[config.mk]
export PLATFORM = sky130hd
export DESIGN_NAME = dpram_req_scheduler
export DESIGN_NICKNAME = d
export VERILOG_FILES = /design/src/rtl/dpram_req_scheduler.sv
export SDC_FILE = /design/constraint.sdc
export NUM_CORES = 1
export LEC_CHECK = 0
export CORE_ASPECT_RATIO = 1.5
export CORE_MARGIN = 3
export CORE_UTILIZATION = 26
export DETAILED_ROUTE_END_ITERATION = 16
export PLACE_DENSITY_LB_ADDON = 0.2
export SYNTH_ARGS = -nofsm -noshare
export SYNTH_HDL_FRONTEND = slang
export SYNTH_SLANG_ARGS = --single-unit
[constraint.sdc]
create_clock -name clk -period 1.5 [get_ports clk]
set_input_delay 0.15 -clock clk [delete_from_list [all_inputs] [get_ports clk]]
set_output_delay 0.15 -clock clk [all_outputs]
set_load 0.1 [all_outputs]
[src/rtl/dpram_req_scheduler.sv]
// -----------------------------------------------------------------------------
// dpram_req_scheduler
//
// Request scheduler in front of a latency-wrapped dual-port RAM. Each port
// takes a valid/ready request stream and drives the RAM port directly
// (combinationally) when the request fires. Writes in flight inside the RAM's
// write-latency pipeline are mirrored in per-port write trackers; any request
// that would observe or overtake such a write is stalled. Per-port read
// trackers produce a valid strobe aligned with the RAM read data.
//
// Ports:
//   clk, rst                      single clock, async active-high reset
//   i_req_valid_x / o_req_ready_x request handshake, port A / B
//   i_req_we_x                    1 = write, 0 = read
//   i_req_addr_x, i_req_data_x    request address / write data
//   o_enx, o_wex, o_addrx, o_dinx RAM port drive (all zero when not firing)
//   i_doutx                       RAM read data
//   o_rvalid_x, o_rdata_x         read data strobe and data
//   o_busy                        any tracked write or read in flight
//
// All latency parameters must be at least 1.
// -----------------------------------------------------------------------------
module dpram_req_scheduler #(
   parameter int DATA_WIDTH  = 8,
   parameter int MEM_DEPTH   = 16,
   parameter int ADDR_WIDTH  = $clog2(MEM_DEPTH),
   parameter int WR_LATENCYA = 1,
   parameter int WR_LATENCYB = 1,
   parameter int RD_LATENCYA = 1,
   parameter int RD_LATENCYB = 1
) (
   input  logic                  clk,
   input  logic                  rst,
   input  logic                  i_req_valid_a,
   output logic                  o_req_ready_a,
   input  logic                  i_req_we_a,
   input  logic [ADDR_WIDTH-1:0] i_req_addr_a,
   input  logic [DATA_WIDTH-1:0] i_req_data_a,
   input  logic                  i_req_valid_b,
   output logic                  o_req_ready_b,
   input  logic                  i_req_we_b,
   input  logic [ADDR_WIDTH-1:0] i_req_addr_b,
   input  logic [DATA_WIDTH-1:0] i_req_data_b,
   output logic                  o_ena,
   output logic                  o_wea,
   output logic [ADDR_WIDTH-1:0] o_addra,
   output logic [DATA_WIDTH-1:0] o_dina,
   output logic                  o_enb,
   output logic                  o_web,
   output logic [ADDR_WIDTH-1:0] o_addrb,
   output logic [DATA_WIDTH-1:0] o_dinb,
   input  logic [DATA_WIDTH-1:0] i_douta,
   input  logic [DATA_WIDTH-1:0] i_doutb,
   output logic                  o_rvalid_a,
   output logic [DATA_WIDTH-1:0] o_rdata_a,
   output logic                  o_rvalid_b,
   output logic [DATA_WIDTH-1:0] o_rdata_b,
   output logic                  o_busy
);

   // Write trackers: {valid, addr} per stage, stage 0 is the newest entry.
   logic [WR_LATENCYA-1:0] r_wv_a;
   logic [ADDR_WIDTH-1:0]  r_wa_a [WR_LATENCYA];
   logic [WR_LATENCYB-1:0] r_wv_b;
   logic [ADDR_WIDTH-1:0]  r_wa_b [WR_LATENCYB];

   // Read trackers: valid only; the last stage lines up with RAM read data.
   logic [RD_LATENCYA-1:0] r_rv_a;
   logic [RD_LATENCYB-1:0] r_rv_b;

   logic w_fire_a;
   logic w_fire_b;
   logic w_stall_a;
   logic w_stall_b;
   logic w_hit_a_trka;   // port-A address vs A write tracker
   logic w_hit_a_trkb;   // port-A address vs B write tracker
   logic w_hit_b_trka;   // port-B address vs A write tracker
   logic w_hit_b_trkb;   // port-B address vs B write tracker
   logic w_a_same_wr;    // port A writing port B's address this cycle

   assign w_fire_a = i_req_valid_a & o_req_ready_a;
   assign w_fire_b = i_req_valid_b & o_req_ready_b;

   // Address match of both request ports against the port-A write tracker.
   always_comb begin
      w_hit_a_trka = 1'b0;
      w_hit_b_trka = 1'b0;
      for (int i = 0; i < WR_LATENCYA; i++) begin
         w_hit_a_trka = w_hit_a_trka | (r_wv_a[i] & (r_wa_a[i] == i_req_addr_a));
         w_hit_b_trka = w_hit_b_trka | (r_wv_a[i] & (r_wa_a[i] == i_req_addr_b));
      end
   end

   // Address match of both request ports against the port-B write tracker.
   always_comb begin
      w_hit_a_trkb = 1'b0;
      w_hit_b_trkb = 1'b0;
      for (int i = 0; i < WR_LATENCYB; i++) begin
         w_hit_a_trkb = w_hit_a_trkb | (r_wv_b[i] & (r_wa_b[i] == i_req_addr_a));
         w_hit_b_trkb = w_hit_b_trkb | (r_wv_b[i] & (r_wa_b[i] == i_req_addr_b));
      end
   end

   // A same-cycle A read with a B write to the same address is allowed: the
   // B write lands later in the pipeline, so A still returns the old word.
   assign w_a_same_wr = w_fire_a & i_req_we_a & (i_req_addr_a == i_req_addr_b);

   // Stall decision per port; port A never looks at port B's same-cycle request.
   always_comb begin
      w_stall_a = 1'b0;
      w_stall_b = 1'b0;
      if (i_req_we_a) begin
         // Own-port writes stay ordered by the RAM's write pipeline.
         w_stall_a = w_hit_a_trkb;
      end else begin
         w_stall_a = w_hit_a_trka | w_hit_a_trkb;
      end
      if (i_req_we_b) begin
         w_stall_b = w_hit_b_trka | w_a_same_wr;
      end else begin
         w_stall_b = w_hit_b_trka | w_hit_b_trkb | w_a_same_wr;
      end
   end

   assign o_req_ready_a = ~rst & ~w_stall_a;
   assign o_req_ready_b = ~rst & ~w_stall_b;

   // RAM port-A drive, zeroed whenever the request does not fire.
   always_comb begin
      if (w_fire_a) begin
         o_ena   = 1'b1;
         o_wea   = i_req_we_a;
         o_addra = i_req_addr_a;
         o_dina  = i_req_data_a;
      end else begin
         o_ena   = 1'b0;
         o_wea   = 1'b0;
         o_addra = '0;
         o_dina  = '0;
      end
   end

   // RAM port-B drive, zeroed whenever the request does not fire.
   always_comb begin
      if (w_fire_b) begin
         o_enb   = 1'b1;
         o_web   = i_req_we_b;
         o_addrb = i_req_addr_b;
         o_dinb  = i_req_data_b;
      end else begin
         o_enb   = 1'b0;
         o_web   = 1'b0;
         o_addrb = '0;
         o_dinb  = '0;
      end
   end

   // Port-A write tracker shift register.
   always_ff @(posedge clk or posedge rst) begin
      if (rst) begin
         r_wv_a <= '0;
         for (int i = 0; i < WR_LATENCYA; i++) r_wa_a[i] <= '0;
      end else begin
         r_wv_a[0] <= w_fire_a & i_req_we_a;
         r_wa_a[0] <= i_req_addr_a;
         for (int i = 1; i < WR_LATENCYA; i++) begin
            r_wv_a[i] <= r_wv_a[i-1];
            r_wa_a[i] <= r_wa_a[i-1];
         end
      end
   end

   // Port-B write tracker shift register.
   always_ff @(posedge clk or posedge rst) begin
      if (rst) begin
         r_wv_b <= '0;
         for (int i = 0; i < WR_LATENCYB; i++) r_wa_b[i] <= '0;
      end else begin
         r_wv_b[0] <= w_fire_b & i_req_we_b;
         r_wa_b[0] <= i_req_addr_b;
         for (int i = 1; i < WR_LATENCYB; i++) begin
            r_wv_b[i] <= r_wv_b[i-1];
            r_wa_b[i] <= r_wa_b[i-1];
         end
      end
   end

   // Read-valid trackers for both ports.
   always_ff @(posedge clk or posedge rst) begin
      if (rst) begin
         r_rv_a <= '0;
         r_rv_b <= '0;
      end else begin
         r_rv_a[0] <= w_fire_a & ~i_req_we_a;
         r_rv_b[0] <= w_fire_b & ~i_req_we_b;
         for (int i = 1; i < RD_LATENCYA; i++) r_rv_a[i] <= r_rv_a[i-1];
         for (int i = 1; i < RD_LATENCYB; i++) r_rv_b[i] <= r_rv_b[i-1];
      end
   end

   assign o_rvalid_a = r_rv_a[RD_LATENCYA-1];
   assign o_rvalid_b = r_rv_b[RD_LATENCYB-1];
   assign o_rdata_a  = i_douta;
   assign o_rdata_b  = i_doutb;
   assign o_busy     = (|r_wv_a) | (|r_wv_b) | (|r_rv_a) | (|r_rv_b);

endmodule

==> flow_summary.ini, run 1 <==
[status]
status = complete, but fails checks
failed_checks = negative setup slack

[placed_design]
dpl.hpwl_um = 2660
post-place-ws_ns = -0.761
gp_congestion = 0.973
dpl-instance-area_um2 = 2060
io_buffers = 62
dp_cells = 200

[worst_setup_path]
cp_data_required_time_ns = 1.35
crit_family = simple AND/OR/NAND/NOR gates
worstSetupPathType = register to primary output
startpoint_type = register
path_cells = xnor2_1 > nand3_1 > nor4b_4 > nor3_4 > buf_6 > and3_4 > buf_12
critical_path_arrival_ns = 1.93
cpPeakStageDelay_ns = 0.40
crit_path_max_fanout = 10
critical_path_buf_inv_count = 2
endpoint_kind = primary output
critPathSlowestCell = dfrtp_1

[clock_tree]
cts.sinks = 12
root_buffer = clkbuf_8
clk_pin_slew_worst_paths_ns = 0.05
cts_htree_levels = 1
cts_made_buffers = 3
cts_tree = built
cts_buffer_depth = 2
cts_hold_buffers = 0
clkLatencyLatePin_ns = 0.24

[finish]
fillers = 264
synthToLayoutAreaGrowth_pct = 135
stdcell_area_um2 = 2170
drive_above_1_share_pct = 59.6
final_cells = 206
layout.nets = 213
diodes = 0
fin_util_pct = 66.2

[routing]
drt-pass1-iter-count = 2
drc_errors = 0
wl_um = 3130
ant_nets = 0
wire_per_inst_um = 15.2
num_vias = 994
drt_iter0_markers = 3
via_per_inst = 4.83

[power_and_ir_drop]
finalPower_mw = 1.45
vdd_drop_max_mv = 0.497
p_per_area_nw_per_um2 = 666
p_leak_nw = 0.946

[synthesis]
syn-mean-instance-area_um2 = 9.45
yosysTopAreaCell = dfrtp_1
syn_nets = 144
synth_area_leaders = dfrtp_1, buf_4, and3_1
synthArstFlopShare_pct = 100
synth_cells = 98
netlist.area_leader.share_pct = 32.4
netlist_area_um2 = 926
synth_edf_count = 0
ys.flop_type = dfrtp_1
yosysSeqAreaShare_pct = 32.4
ys_types = 24
synth_common_cells = and3_1, buf_4, dfrtp_1, xor2_1, xnor2_1
synth_warnings = 0
synth-seq-cells = 12
synth_most_common_cell = and3_1

[floorplanning]
design.die.area_um2 = 4330
start_util_pct = 28.2
io_pins = 95
row_count = 25
die_h_um = 79.1
fp.coreArea_um2 = 3280
die_width_um = 54.7

[global_route]
grt.overflow.total = 0
grt_pass1_wl_um = 5170
grtUsageTotal_pct = 16.2
grt_antenna_before_repair = 0
grt_pass1_vias = 1103
grt_max_degree = 17

[hold_path]
hold_class = primary input to register

[sta]
whs_ns = 0.265
worst_pin_slew_ns = 0.473
setup_viol_count_final = 32
min_period_ns = 2.08
period_share_pct = 139
clock.fmax_mhz = 481
rsz0062_at_grt = yes
final-hold-violation-count = 0
setup_tns_ns = -15.87
slew_viol_final = 0
fin_ws_ns = -0.579
maxSlewHeadroom_pct = 68.4
fin_skew_ns = 0.00385

[run]
cap_violations = 0
worst register-to-register path, stage by stage (launching register included):
cell and delay (ns):
dfrtp_1 0.40, xnor2_1 0.21, nand3_1 0.14, nor4b_4 0.36
nor3_4 0.09, buf_4 0.15, and3b_1 0.17
cells in the final DEF, fill, tap and decap left out:
master / synthesis / final
buf_12: 0 / 33
clkdlybuf4s50_1: 0 / 21
buf_4: 16 / 17
and3_4: 0 / 13
and3_2: 6 / 12
dfrtp_1: 12 / 10
xor2_1: 12 / 9
xnor2_1: 8 / 8
dlygate4sd2_1: 0 / 8
buf_6: 1 / 5
xor2_2: 0 / 3
clkbuf_8: 0 / 3
nand2_1: 2 / 2
nor3_4: 0 / 2
nand3_1: 2 / 2
dfrtp_2: 0 / 2
nor4_4: 0 / 1
nor3_2: 0 / 1
nor3b_2: 0 / 1
nor3_1: 4 / 1
a31oi_1: 1 / 1
o41a_1: 1 / 1
a21boi_4: 0 / 1
a21boi_0: 2 / 1
and2_2: 1 / 1
nor4b_4: 0 / 1
and2_4: 0 / 1
and3b_1: 1 / 1
and3b_2: 1 / 1
or4_4: 0 / 1
inv_1: 1 / 1
clkbuf_1: 2 / 1
layout make-up:
class                      instances  area, µm²  area share, %
multi-input combinational         65        647           29.8
clock buffer                       4       45.0           2.07
inverter                           1       3.75          0.173
tap                               40       50.0           2.30
timing repair buffer              84       1120           51.8
sequential                        12        303           13.9
flip-flops by register name (all words and copies together), names as in the netlist:
register    count
r_wv_a          1
r_wa_a          4
r_wv_b          1
o_rvalid_a      1
r_wa_b          4
o_rvalid_b      1
cells by family after synthesis:
logic type,Yosys count,synth area share [%]
AOI/OAI and AO/OA,4,3.51
and+or+nand+nor,41,29.2
xor gates and xnor gates,20,18.9
DFF,12,32.4
buffers and inverters,21,15.9
where the power goes:
part	total (mW)	internal, mW	switching, mW
clock	0.307	0.187	0.120
sequential	0.355	0.340	0.0149
combinational	0.784	0.329	0.455
final timing paths:
path / startpoint / cells past startpoint / end / slack [ns]
worst max-delay path: r_wa_a[1] / 7 / o_dina[0] / -0.58
worst min-delay path: i_req_addr_b[2] / 1 / r_wa_b[2] / 0.26
worst max register to register: r_wa_a[1] / 6 / o_rvalid_a / -0.13
worst min register to register: r_wv_a / 5 / r_wv_b / 1.01
max in group asynchronous: rst / 3 / o_rvalid_b / 0.68
min in group asynchronous: rst / 3 / r_wa_a[3] / 0.48
what timing repair did:
item / 4_1_cts / 5_1_grt
setup endpoints to repair: 34 / 34
buffers inserted: 2 / 1
resized for setup: 18 / 4
pin swaps: 4 / 8
layer usage:
layer	GRT usage [%]	up-vias	routed length, µm
li1	-	459	-
met4	8.98	0	116
met3	4.88	9	403
met2	27.7	74	1660
met1	16.4	452	950
met5	0	-	0
No activity file was read; power rests on OpenSTA's default activity.
==> run 2, diff against run 1 <==
--- a/config.mk
+++ b/config.mk
@@ -5,7 +5,7 @@
 export SDC_FILE = /design/constraint.sdc
 export NUM_CORES = 1
 export LEC_CHECK = 0
-export CORE_ASPECT_RATIO = 1.5
+export CAP_MARGIN = 10
 export CORE_MARGIN = 3
 export CORE_UTILIZATION = 26
 export DETAILED_ROUTE_END_ITERATION = 16
==> run 2 against run 1 <==
The flow still finishes with violations (negative setup slack). Global-route usage decreased by 0.81 points. Setup slack improved by 0.0067 ns. Power decreased by 6.9%. Die area fell by 0.34%. Utilization is 2.6 points lower. Clock power shrank 33%. Sequential power about the same.
==> flow_summary.ini, run 2 (synthesis results as in run 1) <==
[status]
status = complete, but fails checks
failed_checks = negative setup slack

[floorplanning]
io_pins = 95
design.die.area_um2 = 4310
start_util_pct = 27.3
die_h_um = 65.7
die_width_um = 65.7
row_count = 21
fp.coreArea_um2 = 3390

[worst_setup_path]
endpoint_kind = primary output
startpoint_type = register
critical_path_arrival_ns = 1.92
crit_path_max_fanout = 16
worstSetupPathType = register to primary output
cp_data_required_time_ns = 1.35
critical_path.startpoint = r_wa_b[1]
r2r_cells = 5
r2r-start = r_wa_b[1]

[clock_tree]
cts_tree = built
cts_buffer_depth = 2
cts_made_buffers = 3
cts.sinks = 12
cts_htree_levels = 1
root_buffer = clkbuf_4
clk_pin_slew_worst_paths_ns = 0.07
clkLatencyLatePin_ns = 0.27

[global_route]
grtUsageTotal_pct = 15.3
grt_max_degree = 17
grt_antenna_before_repair = 0
grt_pass1_wl_um = 4970
grt_pass1_vias = 1044
grt.overflow.total = 0

[sta]
whs_ns = 0.256
setup_viol_count_final = 33
final-hold-violation-count = 0
slew_viol_final = 0
period_share_pct = 138
min_period_ns = 2.07
maxSlewHeadroom_pct = 68.3
fin_ws_ns = -0.572
clock.fmax_mhz = 483
rsz0062_at_grt = yes
worst_pin_slew_ns = 0.475
fin_skew_ns = 0.00495

[finish]
synthToLayoutAreaGrowth_pct = 133
final_cell_mix = buf_12, clkdlybuf4s50_1, buf_4
layout.nets = 214
final_common_cell = buf_12
stdcell_area_um2 = 2150
diodes = 0
drive_above_1_share_pct = 60.5
top_regs = r_wa_a: 4 flops, r_wa_b: 4 flops

[power_and_ir_drop]
p_leak_nw = 0.942
p_clk_share_pct = 15.3
combPwrFrac_pct = 58.4
internal_power_mw = 0.775
sw_frac_of_total_pct = 42.4
p_per_area_nw_per_um2 = 625
p_switching_mw = 0.571
p_seq_share_pct = 26.4
vdd_drop_max_mv = 0.273

[routing]
drt-pass1-iter-count = 4
wl_um = 3240
drt_iter0_markers = 26
via_per_inst = 4.49
wire_per_inst_um = 15.2
ant_nets = 0
drc_errors = 0
num_vias = 956

[placed_design]
dpl-instance-area_um2 = 2080
dpl.hpwl_um = 2820
io_buffers = 62
gp_congestion = 0.813

[hold_path]
hold_class = primary input to register
worstHoldStart = i_req_addr_b[3]
min_path_cells = 1

[run]
cap_violations = 0
==> run 2: per-layer routing <==
metal | routed length [µm] | GRT usage (%) | part of all wire, % | vias to the layer above
met3 | 336 | 6.15 | 10 | 2
li1 | - | - | - | 459
met5 | 0 | 0 | 0 | -
met4 | 13 | 4.15 | 0.40 | 0
met1 | 1230 | 16.6 | 38 | 435
met2 | 1660 | 27.4 | 51 | 60
==> run 2: power groups by stage <==
stage          clock, mW  combinational (mW)  sequential [mW]
4_1_cts            0.216               0.786            0.355
6_report           0.206               0.786            0.355
3_3_place_gp           0               0.773            0.360
2_1_floorplan          0               0.623            0.373
5_1_grt            0.232               0.816            0.357
3_5_place_dp           0               0.783            0.361
==> run 2: through the flow <==
| stage | setup TNS [ns] | std cells | utilization [%] | worst slack [ns] | power (mW) |
|---|---|---|---|---|---|
| after floorplan | -12.92 | 98 | - | -0.586 | 0.996 |
| after global placement | -20.89 | 208 | 61.5 | -0.686 | 1.13 |
| after detailed placement | -21.86 | 208 | 61.5 | -0.745 | 1.14 |
| after CTS | -15.91 | 213 | 62.9 | -0.596 | 1.36 |
| after global routing | -18.82 | 213 | 63.6 | -0.679 | 1.41 |
| final | -15.18 | 213 | 63.6 | -0.572 | 1.35 |
==> run 2: cell type report <==
class / instances / area [µm²]
Clock buffer: 4 / 26.3
Fill cell: 256 / 1230
Inverter: 1 / 3.75
Multi-Input combinational cell: 65 / 642
Sequential cell: 12 / 303
Tap cell: 46 / 57.6
Timing Repair Buffer: 85 / 1120
==> run 2: repair_timing <==
item	CTS	global route
gates resized for setup	12	4
setup endpoints to repair	35	35
gates cloned	0	0
setup buffers	1	3
hold buffers	0	0
pin swaps	4	0
==> run 2: worst max-delay path, cell delays in order, from the launching register on <==
cell and delay (ns):
dfrtp_1 0.41, xor2_2 0.17, nor4_4 0.35, o41a_1 0.19, buf_6 0.15, and3_2 0.22
buf_12 0.18
==> run 2: final timing paths <==
path,end,slack (ns)
worst max-delay path,o_addrb[1],-0.57
worst min-delay path,r_wa_b[3],0.26
worst max register to register,r_wv_b,-0.03
worst min register to register,o_rvalid_b,0.96
max in group asynchronous,o_rvalid_a,0.73
min in group asynchronous,r_wa_a[3],0.43
==> run 3, diff against run 2 <==
--- a/config.mk
+++ b/config.mk
@@ -5,11 +5,14 @@
 export SDC_FILE = /design/constraint.sdc
 export NUM_CORES = 1
 export LEC_CHECK = 0
+export ABC_AREA = 1
 export CAP_MARGIN = 10
 export CORE_MARGIN = 3
-export CORE_UTILIZATION = 26
+export CORE_UTILIZATION = 28
+export CTS_BUF_LIST = sky130_fd_sc_hd__clkbuf_16
 export DETAILED_ROUTE_END_ITERATION = 16
 export PLACE_DENSITY_LB_ADDON = 0.2
 export SYNTH_ARGS = -nofsm -noshare
 export SYNTH_HDL_FRONTEND = slang
 export SYNTH_SLANG_ARGS = --single-unit
+export TNS_END_PERCENT = 5
==> run 3 against run 2 <==
The run still ends with negative setup slack left. Setup slack gained 0.10 ns. First-iteration DRC count grew 3.8%. Die area grew 6.5%. Largest power group unchanged. Design area grew 13%.
==> flow_summary.ini, run 3 <==
[status]
status = complete, but fails checks
failed_checks = negative setup slack

[sta]
period_share_pct = 131
setup_viol_count_final = 31
worst_pin_slew_ns = 0.247
slew_viol_final = 0
clock.fmax_mhz = 508
rsz0062_at_grt = yes
maxSlewHeadroom_pct = 83.5
final-hold-violation-count = 0
fin_skew_ns = 0.00126
fin_ws_ns = -0.469
min_period_ns = 1.97
whs_ns = 0.143

[synthesis]
netlist.area_leader.share_pct = 28.1
synth_warnings = 0
synthXorXnorAreaFrac_pct = 6.56
synth_most_common_cell = inv_1
synthAdderAreaFrac_pct = 0
synth_edf_count = 0
synth-compound-area-share_pct = 2.93
synthArstFlopShare_pct = 100
yosys-mux-area-fraction_pct = 0
netlist_area_um2 = 1070
yosysTopAreaCell = dfrtp_1
synth-seq-cells = 12
synth_area_leaders = dfrtp_1, buf_4, inv_1
synth_top_family_by_area = simple AND/OR/NAND/NOR gates
syn-mean-instance-area_um2 = 7.12
syn_nets = 196
synth_cells = 150
ys.flop_type = dfrtp_1
synth_common_cells = inv_1, nand2_1, buf_4, nor2_1, nor2_2
synthSimpleGateAreaFrac_pct = 35.9
ys_types = 24
yosysSeqAreaShare_pct = 28.1

[power_and_ir_drop]
combPwrFrac_pct = 49.7
sw_frac_of_total_pct = 39.2
p_per_area_nw_per_um2 = 694
internal_power_mw = 1.03
p_leak_nw = 1.15
p_clk_share_pct = 29.4
p_seq_share_pct = 21.0
p_switching_mw = 0.663
vdd_drop_max_mv = 0.511

[clock_tree]
cts_htree_levels = 1
cts.sinks = 12
cts_buffer_depth = 2
cts_tree = built
root_buffer = clkbuf_16
clk_pin_slew_worst_paths_ns = 0.04
clkLatencyLatePin_ns = 0.24
cts_made_buffers = 3
cts_hold_buffers = 0

[worst_setup_path]
cp_data_required_time_ns = 1.35
critical_path_buf_inv_count = 4
endpoint_kind = primary output
cpPeakStageDelay_ns = 0.41
path_cells = buf_4 > xnor2_1 > nand3b_1 > nand3_2 > inv_2 > nand3_4 > buf_12 > nor2_4 > buf_12
critPathSlowestCell = dfrtp_1
startpoint_type = register
cpMostUsedCell = buf_12
crit_family = buffers and inverters
worstSetupPathType = register to primary output
critical_path_arrival_ns = 1.82
crit_path_max_fanout = 6

[routing]
wire_per_inst_um = 12.8
ant_nets = 0
drt-pass1-iter-count = 4
num_vias = 1185
drt_iter0_markers = 27
wl_um = 3520
drc_errors = 0
via_per_inst = 4.29

[global_route]
grtUsageTotal_pct = 16.0
grt_pass1_wl_um = 5600
grt.overflow.total = 0
grt_max_degree = 8
grt_pass1_vias = 1209
grt_antenna_before_repair = 0

[floorplanning]
die_width_um = 67.8
fp.coreArea_um2 = 3490
io_pins = 95
die_h_um = 67.8
design.die.area_um2 = 4590
start_util_pct = 30.6
row_count = 21

[placed_design]
gp_congestion = 0.885
post-place-ws_ns = -0.551
dpl.hpwl_um = 2950
io_buffers = 62

[finish]
fillers = 258
layout.nets = 277
top_regs = r_wa_a: 4 flops, r_wa_b: 4 flops
fin_util_pct = 69.7
final_cell_mix = buf_12, inv_1, buf_4
synthToLayoutAreaGrowth_pct = 128
drive_above_1_share_pct = 49.6
diodes = 0
final_common_cell = buf_12

[hold_path]
hold_class = primary input to async pin

[run]
cap_violations = 0
-- run 3: cell count changes in the layout (fill, tap and decap cells not counted), sizes merged, moves of 6 or more --
cell and delta:
inv +33, nor2 +35, xor2 -6, nand2 +21
and3 -25, xnor2 -6, buf +9
-- run 3: power by group through the flow --
stage / sequential (mW) / combinational (mW) / clock (mW)
3_3_place_gp: 0.358 / 0.812 / 0
4_1_cts: 0.354 / 0.837 / 0.498
5_1_grt: 0.356 / 0.874 / 0.510
2_1_floorplan: 0.370 / 0.652 / 0
3_5_place_dp: 0.359 / 0.822 / 0
6_report: 0.355 / 0.840 / 0.497
-- run 3: area by class of cell --
class                           instances  area, µm²  area share (%)
Clock inverter                          1       3.75           0.154
Inverter                               35        138            5.65
Multi-Input combinational cell         85        647            26.6
Timing Repair Buffer                   94       1210            49.8
Tap cell                               46       57.6            2.36
Sequential cell                        12        300            12.3
Clock buffer                            3       75.1            3.08
-- run 3: worst paths after layout --
kind,from,endpoint,slack [ns],cells after the start
min in group clk,i_req_addr_a[1],r_wa_a[1],0.26,1
worst max-delay path,r_wa_b[2],o_addrb[0],-0.47,9
max in group asynchronous,rst,r_wa_b[0],0.97,3
worst min-delay path,rst,r_wa_a[2],0.14,2
worst max register to register,r_wa_b[2],r_wv_b,0.02,8
worst min register to register,r_wv_b,r_wv_a,0.95,6
-- run 3: kinds of logic after synthesis --
kind of cell	count (synthesis)
flops	12
xor+xnor	8
simple gates	71
compound gates	6
buf+inv	53
-- run 3: per-layer routing --
layer	vias to the layer above	part of all wire (%)	GRT usage [%]
met1	550	37	18.8
met3	8	6.4	3.83
met5	-	0	0
met4	0	1.0	2.98
met2	45	56	29.5
li1	582	-	-
-- run 3: what timing repair did --
item,4_1_cts,5_1_grt
resized for setup,21,5
pin swaps,3,0
setup endpoints to repair,32,32
setup buffers,1,1
-- run 3: metrics by stage --
stage	power, mW	setup TNS [ns]	instances	instance area (µm²)
final	1.69	-11.65	276	2430
after global placement	1.17	-13.96	270	2280
after CTS	1.69	-11.44	275	2410
after detailed placement	1.18	-15.00	270	2280
after floorplan	1.02	-20.02	150	1200
after global routing	1.74	-14.51	276	2430
==> RTL edit 1: new RTL, flow settings as in run 3 <==
`RD_LATENCYB`: 1 -> 2.
--- a/src/rtl/dpram_req_scheduler.sv
+++ b/src/rtl/dpram_req_scheduler.sv
@@ -27,7 +27,7 @@
    parameter int WR_LATENCYA = 1,
    parameter int WR_LATENCYB = 1,
    parameter int RD_LATENCYA = 1,
-   parameter int RD_LATENCYB = 1
+   parameter int RD_LATENCYB = 2
 ) (
    input  logic                  clk,
    input  logic                  rst,
Function: changed (Yosys sat finds a counterexample within 4 cycles, from zero or initial values and one cycle with rst high).
==> RTL edit 1 against run 3 <==
- the run still ends with setup timing left
- sequential cell count is 1 higher
- setup slack lost 0.044 ns
- hold slack gained 0.010 ns
- highest routed layer unchanged
- sequential power increased by 7.6%
- first-iteration DRC count shrank 19%
- wire length is 1.1% lower
- area after synthesis is 1.9% lower
- clock skew up 0.0051 ns
- cell area is 0.77% lower
- critical endpoint is now o_dinb[4]
- clock power grew 2%
- cell count grew 2.9%
- fmax decreased by 2.2%
- total power up 1.7%
==> RTL edit 1: results (changes against run 3) <==
[global_routing]
use_met2=0.303  ; was 0.295
grt_pass1_wl_um=5890  ; was 5600 um
grt_pass1_vias=1301  ; was 1,209

[finish]
multi_input_cells=90  ; was 85
buffers=95  ; was 94
multi_input_area_um2=606  ; was 647 um2
final_net_count=285  ; was 277
areaGrowthSynthToFinish_pct=130  ; was 128%
drive_above_1_share=0.479  ; was 0.496

[synth]
yosys-top-cells-count=nor2_1, inv_1, nand2_1  ; was inv_1, nand2_1, buf_4, nor2_1, nor2_2
syn-cell-area_um2=1050  ; was 1070 um2

[worst_setup_path]
critPathMaxFanout=8  ; was 6
arrival_ns=1.86  ; was 1.82 ns

[power]
comb-power_mw=0.830  ; was 0.840 mW
p_leak_nw=1.18  ; was 1.15 nW

[routing]
via_per_inst=4.46  ; was 4.29
routed_wl_um=3490  ; was 3520 um
drt_iter0_drc=22  ; was 27
wl_met2_um=1810  ; was 1960 um

[status]
failed_checks=setup timing  ; unchanged
status=finished with violations  ; unchanged

[place]
post-place-ws_ns=-0.582  ; was -0.551 ns

[timing]
setup_viol=30  ; was 31
max_slew_margin=0.816  ; was 0.835
layout_setup_ws_ns=-0.513  ; was -0.469 ns

RTL edit 1: cell types whose count changed after synthesis, moves of 2 or more:
cell / change
a21oi_1: +2
nand2_1: -3
nand3_1: -3
nand3b_1: -2
nand4_1: +2
nor2_1: +15
nor2_2: -5
nor2_4: -4
nor3_1: +2
xnor2_1: -2
RTL edit 1: worst max-delay path by stage:
stage	from	endpoint	slack (ns)	depth (start not counted)
after floorplan	r_wa_a[1]$_DFF_PP0_	o_addra[1]	-0.84	10
after global placement	i_req_addr_b[0]	o_web	-0.52	11
after detailed placement	i_req_addr_a[3]	o_web	-0.58	11
after CTS	r_wa_b[2]$_DFF_PP0_	o_dinb[4]	-0.50	9
after global routing	r_wa_b[2]$_DFF_PP0_	o_addrb[2]	-0.65	9
final	r_wa_b[2]$_DFF_PP0_	o_dinb[4]	-0.51	9
RTL edit 1: worst reg2reg max path, cell delays in order (launching register included):
cell and delay [ns]:
dfrtp_1 0.40, xor2_1 0.18, nor2_1 0.15, nand2_1 0.12
nand4_1 0.11, inv_2 0.06, nand2_4 0.08, nand3_4 0.15
nor2_4 0.16
RTL edit 1: logic make-up after synthesis:
group / Yosys count / synth area share
DFF: 13 / 0.310
AOI/OAI and AO/OA: 10 / 0.0501
buffers and inverters: 54 / 0.266
and+or+nand+nor: 74 / 0.332
xor gates and xnor gates: 5 / 0.0418
RTL edit 1: timing repair:
item	4_1_cts	5_1_grt
gates resized for setup	13	3
cloned	1	0
pin swaps	2	0
endpoints found under the setup margin	33	33
hold endpoints to repair	0	0
RTL edit 1: stage by stage:
stage               power (mW)  hold WS, ns
finish                    1.72        0.153
global route              1.78        0.162
CTS                       1.73        0.301
detailed placement        1.21        0.301
global placement          1.20        0.301
floorplan                 1.04       0.0589
==> RTL edit 2: new RTL, settings of run 3 <==
Without the edit above. Reset style: synchronous (`rst`), changed in 3 clocked blocks. Comments in the files are not updated.
--- a/src/rtl/dpram_req_scheduler.sv
+++ b/src/rtl/dpram_req_scheduler.sv
@@ -156,7 +156,7 @@
    end
 
    // Port-A write tracker shift register.
-   always_ff @(posedge clk or posedge rst) begin
+   always_ff @(posedge clk) begin
       if (rst) begin
          r_wv_a <= '0;
          for (int i = 0; i < WR_LATENCYA; i++) r_wa_a[i] <= '0;
@@ -171,7 +171,7 @@
    end
 
    // Port-B write tracker shift register.
-   always_ff @(posedge clk or posedge rst) begin
+   always_ff @(posedge clk) begin
       if (rst) begin
          r_wv_b <= '0;
          for (int i = 0; i < WR_LATENCYB; i++) r_wa_b[i] <= '0;
@@ -186,7 +186,7 @@
    end
 
    // Read-valid trackers for both ports.
-   always_ff @(posedge clk or posedge rst) begin
+   always_ff @(posedge clk) begin
       if (rst) begin
          r_rv_a <= '0;
          r_rv_b <= '0;
Behaviour: differs if rst is asserted again (counterexample within 4 cycles, from zero or initial values and one cycle with rst high); with rst held inactive, the same outputs for 10 cycles.
==> RTL edit 2 against run 3 <==
- the run still ends with setup timing left
- cell area grew 2.7%
- non-clock buffer count rose by 2
- combinational power rose by 4.3%
- wire length is 5.2% higher
- total power grew 1.3%
- sequential cell count did not move
- setup slack better by 0.089 ns
- hold slack better by 0.16 ns
- clock skew barely moved
- synthesized cell count grew 10%
- area after synthesis is 1.2% lower
- critical endpoint is now o_dinb[4]
==> RTL edit 2: results (changes against run 3) <==
[synth]
synth_flop_cell=dfxtp_1  ; was dfrtp_1
yosys-top-cells-count=nor2_1, inv_1, nand2_1  ; was inv_1, nand2_1, buf_4, nor2_1, nor2_2
yosysSeqAreaShare=0.227  ; was 0.281
synth_area_leaders=dfxtp_1, nor2_1, buf_4  ; was dfrtp_1, buf_4, inv_1
synth-compound-area-share=0.0498  ; was 0.0293
ys_types=25  ; was 24
async_flop_share=0  ; was 1.00

[clock_network]
cts_resized=30  ; was 21
cts_setup_buffers=4  ; was 1

[worst_setup_path]
timing.critical_path.slowest_cell_delay_ns=0.33  ; was 0.41 ns
reg2reg_depth=11  ; was 8
critPathMaxFanout=5  ; was 6
arrival_ns=1.73  ; was 1.82 ns
cp_slowest_cell=dfxtp_2  ; was dfrtp_1
startpoint=r_wa_b[0][0]$_SDFF_PP0_  ; was r_wa_b[2]$_DFF_PP0_
r2r_start=r_wa_a[0][0]$_SDFF_PP0_  ; was r_wa_b[2]$_DFF_PP0_

[finish]
drive_above_1_share=0.543  ; was 0.496
instances_no_fill=291  ; was 276
nFillCells=264  ; was 258
register_area_um2=248  ; was 300 um2

[timing]
max_slew_margin=0.823  ; was 0.835
holdWs_ns=0.300  ; was 0.143 ns
setup_viol=30  ; was 31
layout_setup_ws_ns=-0.380  ; was -0.469 ns

[place]
dpl_cell_area_um2=2290  ; was 2280 um2
hpwl_um=2880  ; was 2950 um
dp.cells=283  ; was 270

[power]
clock_power_share=0.282  ; was 0.294
peakVddDrop_mv=0.495  ; was 0.511 mV

[status]
failed_checks=setup timing  ; unchanged
status=finished with violations  ; unchanged

[global_routing]
grt_pass1_vias=1248  ; was 1,209
grt_pass1_wl_um=5890  ; was 5600 um

## RTL edit 2: routing by layer
metal | vias to the layer above | track usage | routed length, um
li1 | 632 | - | -
met1 | 579 | 0.218 | 1530
met2 | 50 | 0.291 | 1890
met3 | 4 | 0.0433 | 264
met4 | 0 | 0.0405 | 23
met5 | - | 0 | 0
## RTL edit 2: cell type report
class / instances / area share
Clock buffer: 3 / 0.0300
Tap cell: 46 / 0.0230
Inverter: 38 / 0.0601
Sequential cell: 12 / 0.0991
Multi-Input combinational cell: 96 / 0.283
Timing Repair Buffer: 96 / 0.505
## RTL edit 2: worst register-to-register path, stage by stage, from the launching register on
cell and delay, ns:
dfxtp_2 0.34, inv_2 0.04, nand2_1 0.07, o21ai_2 0.06
a21oi_1 0.15, nand3_1 0.12, nand3_2 0.11, inv_2 0.05
nand3_4 0.14, buf_16 0.15, buf_4 0.12, nor2_2 0.03
## RTL edit 2: cells by family after synthesis
family,count (synthesis)
simple gates,81
buf+inv,57
flops,12
compound gates,10
xor+xnor,5
